--- config.mk ---
export PLATFORM = sky130hd
export DESIGN_NAME = alu_result_stage_flat
export DESIGN_NICKNAME = d
export VERILOG_FILES = /design/src/rtl/alu_result_if.sv /design/src/rtl/alu_result_stage.sv /design/src/flat_wrapper.sv
export SDC_FILE = /design/constraint.sdc
export NUM_CORES = 1
export LEC_CHECK = 0
export ABC_CLOCK_PERIOD_IN_PS = 2300
export BUFFER_PORTS_ARGS = -buffer_cell sky130_fd_sc_hd__buf_2
export CAP_MARGIN = 0
export CORE_MARGIN = 3
export CORE_UTILIZATION = 51
export DETAILED_ROUTE_END_ITERATION = 10
export HOLD_SLACK_MARGIN = 0.05
export PLACE_DENSITY = 0.89
export REMOVE_ABC_BUFFERS = 1
export SLEW_MARGIN = 25
export SYNTH_ARGS = -nofsm -noshare
export SYNTH_HDL_FRONTEND = slang
export SYNTH_SLANG_ARGS = --single-unit
--- constraint.sdc ---
create_clock -name clk -period 2.3 [get_ports clk]
set_clock_uncertainty 0.15 [all_clocks]
set_input_delay 0 -clock clk [delete_from_list [all_inputs] [get_ports clk]]
set_output_delay 0 -clock clk [all_outputs]
set_load 0.01 [all_outputs]
--- src/rtl/alu_result_if.sv ---
// Handshake and flag bus around the ALU result stage.
// The upstream adder and downstream consumer use "master"; the stage uses "slave".
interface alu_result_if #(
    parameter int WIDTH = 4,
    parameter int CNT_W = 8
);
    logic             in_valid;
    logic             in_ready;
    logic [WIDTH-1:0] sum;
    logic             carry;
    logic             mode;
    logic             a_msb;
    logic             b_msb;
    logic             out_valid;
    logic             out_ready;
    logic [WIDTH-1:0] result;
    logic             flag_z;
    logic             flag_n;
    logic             flag_c;
    logic             flag_v;
    logic             sticky_v;
    logic             clr_sticky;
    logic [CNT_W-1:0] res_count;

    modport slave (
        input  in_valid, sum, carry, mode, a_msb, b_msb, out_ready, clr_sticky,
        output in_ready, out_valid, result, flag_z, flag_n, flag_c, flag_v,
               sticky_v, res_count
    );

    modport master (
        output in_valid, sum, carry, mode, a_msb, b_msb, out_ready, clr_sticky,
        input  in_ready, out_valid, result, flag_z, flag_n, flag_c, flag_v,
               sticky_v, res_count
    );
endinterface

--- src/rtl/alu_result_stage.sv ---
// Registered result/flag stage behind the 4-bit adder/subtractor: computes Z/N/C/V
// at push time, buffers entries in a small FIFO, tracks sticky overflow and delivery count.
module alu_result_stage #(
    parameter int WIDTH = 4,
    parameter int DEPTH = 2,
    parameter int CNT_W = 8
) (
    input logic          clk,
    input logic          rst_n,
    alu_result_if.slave  bus
);
    localparam int PTR_W = (DEPTH > 1) ? $clog2(DEPTH) : 1;
    localparam int CNT_BITS = $clog2(DEPTH + 1);
    localparam int ENT_W = WIDTH + 4;

    // entry layout: {z, n, c, v, sum}
    logic [ENT_W-1:0]    mem [DEPTH];
    logic [PTR_W-1:0]    rd_ptr;
    logic [PTR_W-1:0]    wr_ptr;
    logic [CNT_BITS-1:0] count;
    logic [ENT_W-1:0]    entry_in;
    logic [ENT_W-1:0]    head;
    logic                push;
    logic                pop;
    logic                sticky;
    logic [CNT_W-1:0]    delivered;
    logic                fz;
    logic                fn;
    logic                fc;
    logic                fv;

    function automatic logic [PTR_W-1:0] next_ptr(input logic [PTR_W-1:0] p);
        return (p == PTR_W'(DEPTH - 1)) ? '0 : p + 1'b1;
    endfunction

    // in_ready depends only on registered count and reset, never on out_ready
    assign bus.in_ready  = rst_n && (count != CNT_BITS'(DEPTH));
    assign bus.out_valid = (count != '0);

    assign push = bus.in_valid && bus.in_ready;
    assign pop  = bus.out_valid && bus.out_ready;

    // subtract: carry=1 means no borrow, so C is the inverted carry
    assign fz = (bus.sum == '0);
    assign fn = bus.sum[WIDTH-1];
    assign fc = bus.carry ^ bus.mode;
    assign fv = (bus.a_msb == (bus.b_msb ^ bus.mode)) && (bus.sum[WIDTH-1] != bus.a_msb);
    assign entry_in = {fz, fn, fc, fv, bus.sum};

    assign head          = mem[rd_ptr];
    assign bus.result    = head[WIDTH-1:0];
    assign bus.flag_v    = head[WIDTH];
    assign bus.flag_c    = head[WIDTH+1];
    assign bus.flag_n    = head[WIDTH+2];
    assign bus.flag_z    = head[WIDTH+3];
    assign bus.sticky_v  = sticky;
    assign bus.res_count = delivered;

    always_ff @(posedge clk) begin
        if (!rst_n) begin
            rd_ptr    <= '0;
            wr_ptr    <= '0;
            count     <= '0;
            sticky    <= 1'b0;
            delivered <= '0;
            for (int i = 0; i < DEPTH; i++) begin
                mem[i] <= '0;
            end
        end else begin
            if (push) begin
                mem[wr_ptr] <= entry_in;
                wr_ptr      <= next_ptr(wr_ptr);
            end
            if (pop) begin
                rd_ptr    <= next_ptr(rd_ptr);
                delivered <= delivered + 1'b1;
            end
            case ({push, pop})
                2'b10:   count <= count + 1'b1;
                2'b01:   count <= count - 1'b1;
                default: count <= count;
            endcase
            // a V=1 delivery beats a coincident clear
            if (pop && head[WIDTH]) begin
                sticky <= 1'b1;
            end else if (bus.clr_sticky) begin
                sticky <= 1'b0;
            end
        end
    end
endmodule

--- src/flat_wrapper.sv ---
// flat-port wrapper written by rule: the top's interface ports become plain ports
module alu_result_stage_flat 
#(
    parameter int WIDTH = 4,
    parameter int DEPTH = 2,
    parameter int CNT_W = 8
)
  (clk, rst_n, bus_in_valid, bus_sum, bus_carry, bus_mode, bus_a_msb, bus_b_msb, bus_out_ready, bus_clr_sticky, bus_in_ready, bus_out_valid, bus_result, bus_flag_z, bus_flag_n, bus_flag_c, bus_flag_v, bus_sticky_v, bus_res_count);
  alu_result_if #(.WIDTH(WIDTH), .CNT_W(CNT_W)) bus_i ();
  input logic clk;
  input logic rst_n;
  input wire logic [$bits(bus_i.in_valid)-1:0] bus_in_valid;
  input wire logic [$bits(bus_i.sum)-1:0] bus_sum;
  input wire logic [$bits(bus_i.carry)-1:0] bus_carry;
  input wire logic [$bits(bus_i.mode)-1:0] bus_mode;
  input wire logic [$bits(bus_i.a_msb)-1:0] bus_a_msb;
  input wire logic [$bits(bus_i.b_msb)-1:0] bus_b_msb;
  input wire logic [$bits(bus_i.out_ready)-1:0] bus_out_ready;
  input wire logic [$bits(bus_i.clr_sticky)-1:0] bus_clr_sticky;
  output wire logic [$bits(bus_i.in_ready)-1:0] bus_in_ready;
  output wire logic [$bits(bus_i.out_valid)-1:0] bus_out_valid;
  output wire logic [$bits(bus_i.result)-1:0] bus_result;
  output wire logic [$bits(bus_i.flag_z)-1:0] bus_flag_z;
  output wire logic [$bits(bus_i.flag_n)-1:0] bus_flag_n;
  output wire logic [$bits(bus_i.flag_c)-1:0] bus_flag_c;
  output wire logic [$bits(bus_i.flag_v)-1:0] bus_flag_v;
  output wire logic [$bits(bus_i.sticky_v)-1:0] bus_sticky_v;
  output wire logic [$bits(bus_i.res_count)-1:0] bus_res_count;
  assign bus_i.in_valid = bus_in_valid;
  assign bus_i.sum = bus_sum;
  assign bus_i.carry = bus_carry;
  assign bus_i.mode = bus_mode;
  assign bus_i.a_msb = bus_a_msb;
  assign bus_i.b_msb = bus_b_msb;
  assign bus_i.out_ready = bus_out_ready;
  assign bus_i.clr_sticky = bus_clr_sticky;
  assign bus_in_ready = bus_i.in_ready;
  assign bus_out_valid = bus_i.out_valid;
  assign bus_result = bus_i.result;
  assign bus_flag_z = bus_i.flag_z;
  assign bus_flag_n = bus_i.flag_n;
  assign bus_flag_c = bus_i.flag_c;
  assign bus_flag_v = bus_i.flag_v;
  assign bus_sticky_v = bus_i.sticky_v;
  assign bus_res_count = bus_i.res_count;
  alu_result_stage #(.WIDTH(WIDTH), .DEPTH(DEPTH), .CNT_W(CNT_W)) u_core (.clk(clk), .rst_n(rst_n), .bus(bus_i));
endmodule
==> impl_metrics.yaml <==
status:
  outcome: "complete, no violations"
placement:
  portBuffers: 31
  placedCellCount: 175
  dp_hpwl_um: 1850
  gp_congestion: 0.793
  placed_cell_area_sq_um: 1440
synthesis:
  yosysSeqAreaShare_pct: 55.2
  synth_simple_gate_area_share_pct: 17.8
  yosys.area_share.adder_pct: 1.97
  yosys_warnings: 0
  ys_seq_elements: 28
  synth_area_sq_um: 1270
  muxShareOfSynthArea_pct: 8.57
  netlist-cell-type-count: 30
  synth_area_per_cell_sq_um: 10.6
  syn_inst: 120
  synth-xor-area-share_pct: 4.83
  synth_compound_area_share_pct: 7.09
  synth_top_family_by_area: "simple AND/OR/NAND/NOR gates"
setup_path:
  r2r_start: "u_core.count[1]$_SDFFE_PN0P_"
  cp_max_fo: 13
  rr_endpoint: "u_core.count[1]$_SDFFE_PN0P_"
  cp-start-kind: "flop"
  startpoint: "u_core.count[1]$_SDFFE_PN0P_"
  endpoint: "u_core.count[1]$_SDFFE_PN0P_"
  r2r_setup_slack_ns: 0.25
  cp.arrival_ns: 2.19
  cp.required_ns: 2.44
  r2r_cells: 5
  path_class: "flop to flop"
  cp-end-kind: "flop"
run:
  drv_cap: 0
drt:
  drc: 0
  drt_iter0_markers: 37
  num_vias: 1054
  wl_per_cell_um: 15.0
  via_per_inst: 5.46
  dr.pass1.iters: 4
  ant_nets: 0
  wirelength_um: 2890
min_path:
  hold_path.class: "flop to flop"
global_routing:
  grt_overflow: 0
  track_usage_pct: 20.0
  grt_antenna_before_repair: 0
  grt_pass1_vias: 1084
  grt_pass1_wl_um: 4830
  grt_max_degree: 16
clock_network:
  cts_setup_buffers: 0
  clkLatencyLatePin_ns: 0.34
  cts_hold_buf: 14
  htree_levels: 1
  clock-sinks: 28
  cts-buffers-inserted: 3
  clk_pin_slew_ns: 0.15
  root_buffer: "clkbuf_4"
  clockBufferDepth: 2
  cts_resized: 0
  cts_tree: "built"
sta:
  relSlewSlack_pct: 62.3
  layout_min_cycle_time_ns: 2.05
  setup_viol: 0
  tns_ns: 0
  clock.fmax_mhz: 487
  rsz0062_at_grt: "no"
  slew_viol_final: 0
  finalHoldViolCount: 0
  fin_crit_sh_pct: 89.3
  worst_pin_slew_ns: 0.565
die:
  coreArea_sq_um: 2300
  start_util_pct: 55.3
  num_rows: 17
  fp.dieW_um: 55.9
  die_y_um: 55.9
  dieArea_sq_um: 3120
  ios: 32
layout:
  antenna_cells: 0
  stdcell_area_sq_um: 1610
  nFillCells: 160
  instances_no_fill: 193
  multi_input_area_sq_um: 512
  syn_to_final_growth_pct: 27.0
  final_net_count: 181
  drive_above_1_share_pct: 29.1
  seqCellArea_sq_um: 701
pwr:
  pwr-share-seq_pct: 50.4
  leakagePower_nw: 0.698
  pwr-share-comb_pct: 30.4
  p_sw_w: 0.000414
  pwr-share-clk_pct: 19.2
  powerDensity_nw_per_um2: 798
  switching_share_pct: 32.2
  p_int_w: 0.000873
  ir_worst_vdd_uv: 496
-- stage by stage --
| step | power, W | util (%) | setup WS [ns] | hold slack, ns |
|---|---|---|---|---|
| 2_1_floorplan | 0.000891 | - | 0.486 | -0.00270 |
| 3_3_place_gp | 0.000997 | 62.5 | 0.420 | 0.116 |
| 5_1_grt | 0.00134 | 70.2 | 0.110 | 0.386 |
| 4_1_cts | 0.00127 | 70.2 | 0.225 | 0.363 |
| 6_report | 0.00129 | 70.2 | 0.247 | 0.360 |
| 3_5_place_dp | 0.00102 | 62.5 | 0.259 | 0.128 |
-- routing by layer --
metal | up-vias | global-route usage, % | wire length [um]
li1 | 504 | - | -
met1 | 505 | 22.9 | 1110
met2 | 34 | 34.5 | 1560
met3 | 11 | 5.10 | 121
met4 | 0 | 9.83 | 100
met5 | - | 0 | 0
-- worst min path at each step --
stage,from,endpoint,slack (ns),cells past startpoint
floorplan,rst_n,u_core.bus.res_count[7]$_SDFFE_PN0P_,-0.003,2
global placement,bus_clr_sticky,u_core.bus.sticky_v$_SDFFE_PN0P_,0.12,3
detailed placement,bus_clr_sticky,u_core.bus.sticky_v$_SDFFE_PN0P_,0.13,3
CTS,u_core.bus.res_count[6]$_SDFFE_PN0P_,u_core.bus.res_count[6]$_SDFFE_PN0P_,0.36,2
global route,u_core.bus.res_count[6]$_SDFFE_PN0P_,u_core.bus.res_count[6]$_SDFFE_PN0P_,0.39,2
finish,u_core.bus.res_count[7]$_SDFFE_PN0P_,u_core.bus.res_count[7]$_SDFFE_PN0P_,0.36,2
-- worst max-delay path, stage by stage (launching register included) --
cell and delay (ns):
dfxtp_1 0.38, o21ai_2 0.49, inv_1 0.10, ha_1 0.35, or3_1 0.37, a21oi_1 0.15
-- power by group through the flow --
stage / registers, W / logic, W / clock network, W
4_1_cts: 0.000649 / 0.000385 / 0.000241
6_report: 0.000649 / 0.000391 / 0.000247
5_1_grt: 0.000660 / 0.000424 / 0.000260
3_5_place_dp: 0.000661 / 0.000358 / 0
3_3_place_gp: 0.000653 / 0.000344 / 0
2_1_floorplan: 0.000651 / 0.000240 / 0
-- layout by cell type (no fill, tap or decap), drive strengths merged --
cell type / n
a21oi: 7
a31o: 1
and2: 1
buf: 32
clkbuf: 4
dfxtp: 14
dlygate4sd3: 14
edfxtp: 14
ha: 2
inv: 7
mux2: 7
mux2i: 3
nand2: 7
nand2b: 3
nand3: 3
nand4: 3
nor2: 20
nor2b: 2
nor4: 1
o211ai: 1
o21ai: 4
o31ai: 2
or2: 1
or3: 3
or4: 2
xnor2: 3
xor2: 4
-- layout make-up --
| cell class | count | share of cell area, % |
|---|---|---|
| clock buffers | 4 | 2.25 |
| inverters | 7 | 1.63 |
| multi-input cells | 80 | 31.7 |
| flip-flops and latches | 28 | 43.4 |
| well taps | 28 | 2.17 |
| repair buffers | 46 | 18.8 |
-- cells by family (layout without fill, tap and decap cells) --
kind of cell,Yosys count,count (layout)
XOR/XNOR,7,7
multiplexers,10,10
flip-flops,28,28
buffers and inverters,12,57
AND/OR/NAND/NOR,46,46
adder cells (fa/ha/maj),2,2
AO/OA/AOI/OAI,15,15
-- synthesized netlist by cell type --
master / count / area (sq um)
buf_6: 1 / 11.3
nand2_1: 7 / 26.3
nor2b_1: 2 / 12.5
nand2b_1: 3 / 18.8
nand4_1: 3 / 18.8
mux2_2: 7 / 78.8
or4_1: 2 / 15.0
and2_1: 1 / 6.26
a31o_2: 1 / 8.76
ha_1: 2 / 25.0
nor2_1: 20 / 75.1
edfxtp_1: 14 / 420
xnor2_1: 3 / 26.3
nor4_2: 1 / 12.5
buf_4: 1 / 7.51
clkbuf_1: 2 / 7.51
inv_1: 7 / 26.3
o21ai_2: 1 / 8.76
dfxtp_1: 14 / 280
xor2_1: 4 / 35.0
or3_1: 2 / 12.5
o21ai_0: 3 / 15.0
o211ai_1: 1 / 7.51
nand3_1: 3 / 15.0
or2_2: 1 / 6.26
mux2i_1: 3 / 30.0
or3_2: 1 / 7.51
buf_2: 1 / 5.00
a21oi_1: 7 / 35.0
o31ai_1: 2 / 15.0
-- sequential cells by signal (all words and copies together) (netlist names), named ones only --
signal and cells:
u_core.bus.res_count 8, u_core.wr_ptr 1, u_core.rd_ptr 1, u_core.count 2, u_core.mem 14, u_core.bus.sticky_v 1
Power figures use the tool's default switching activity.
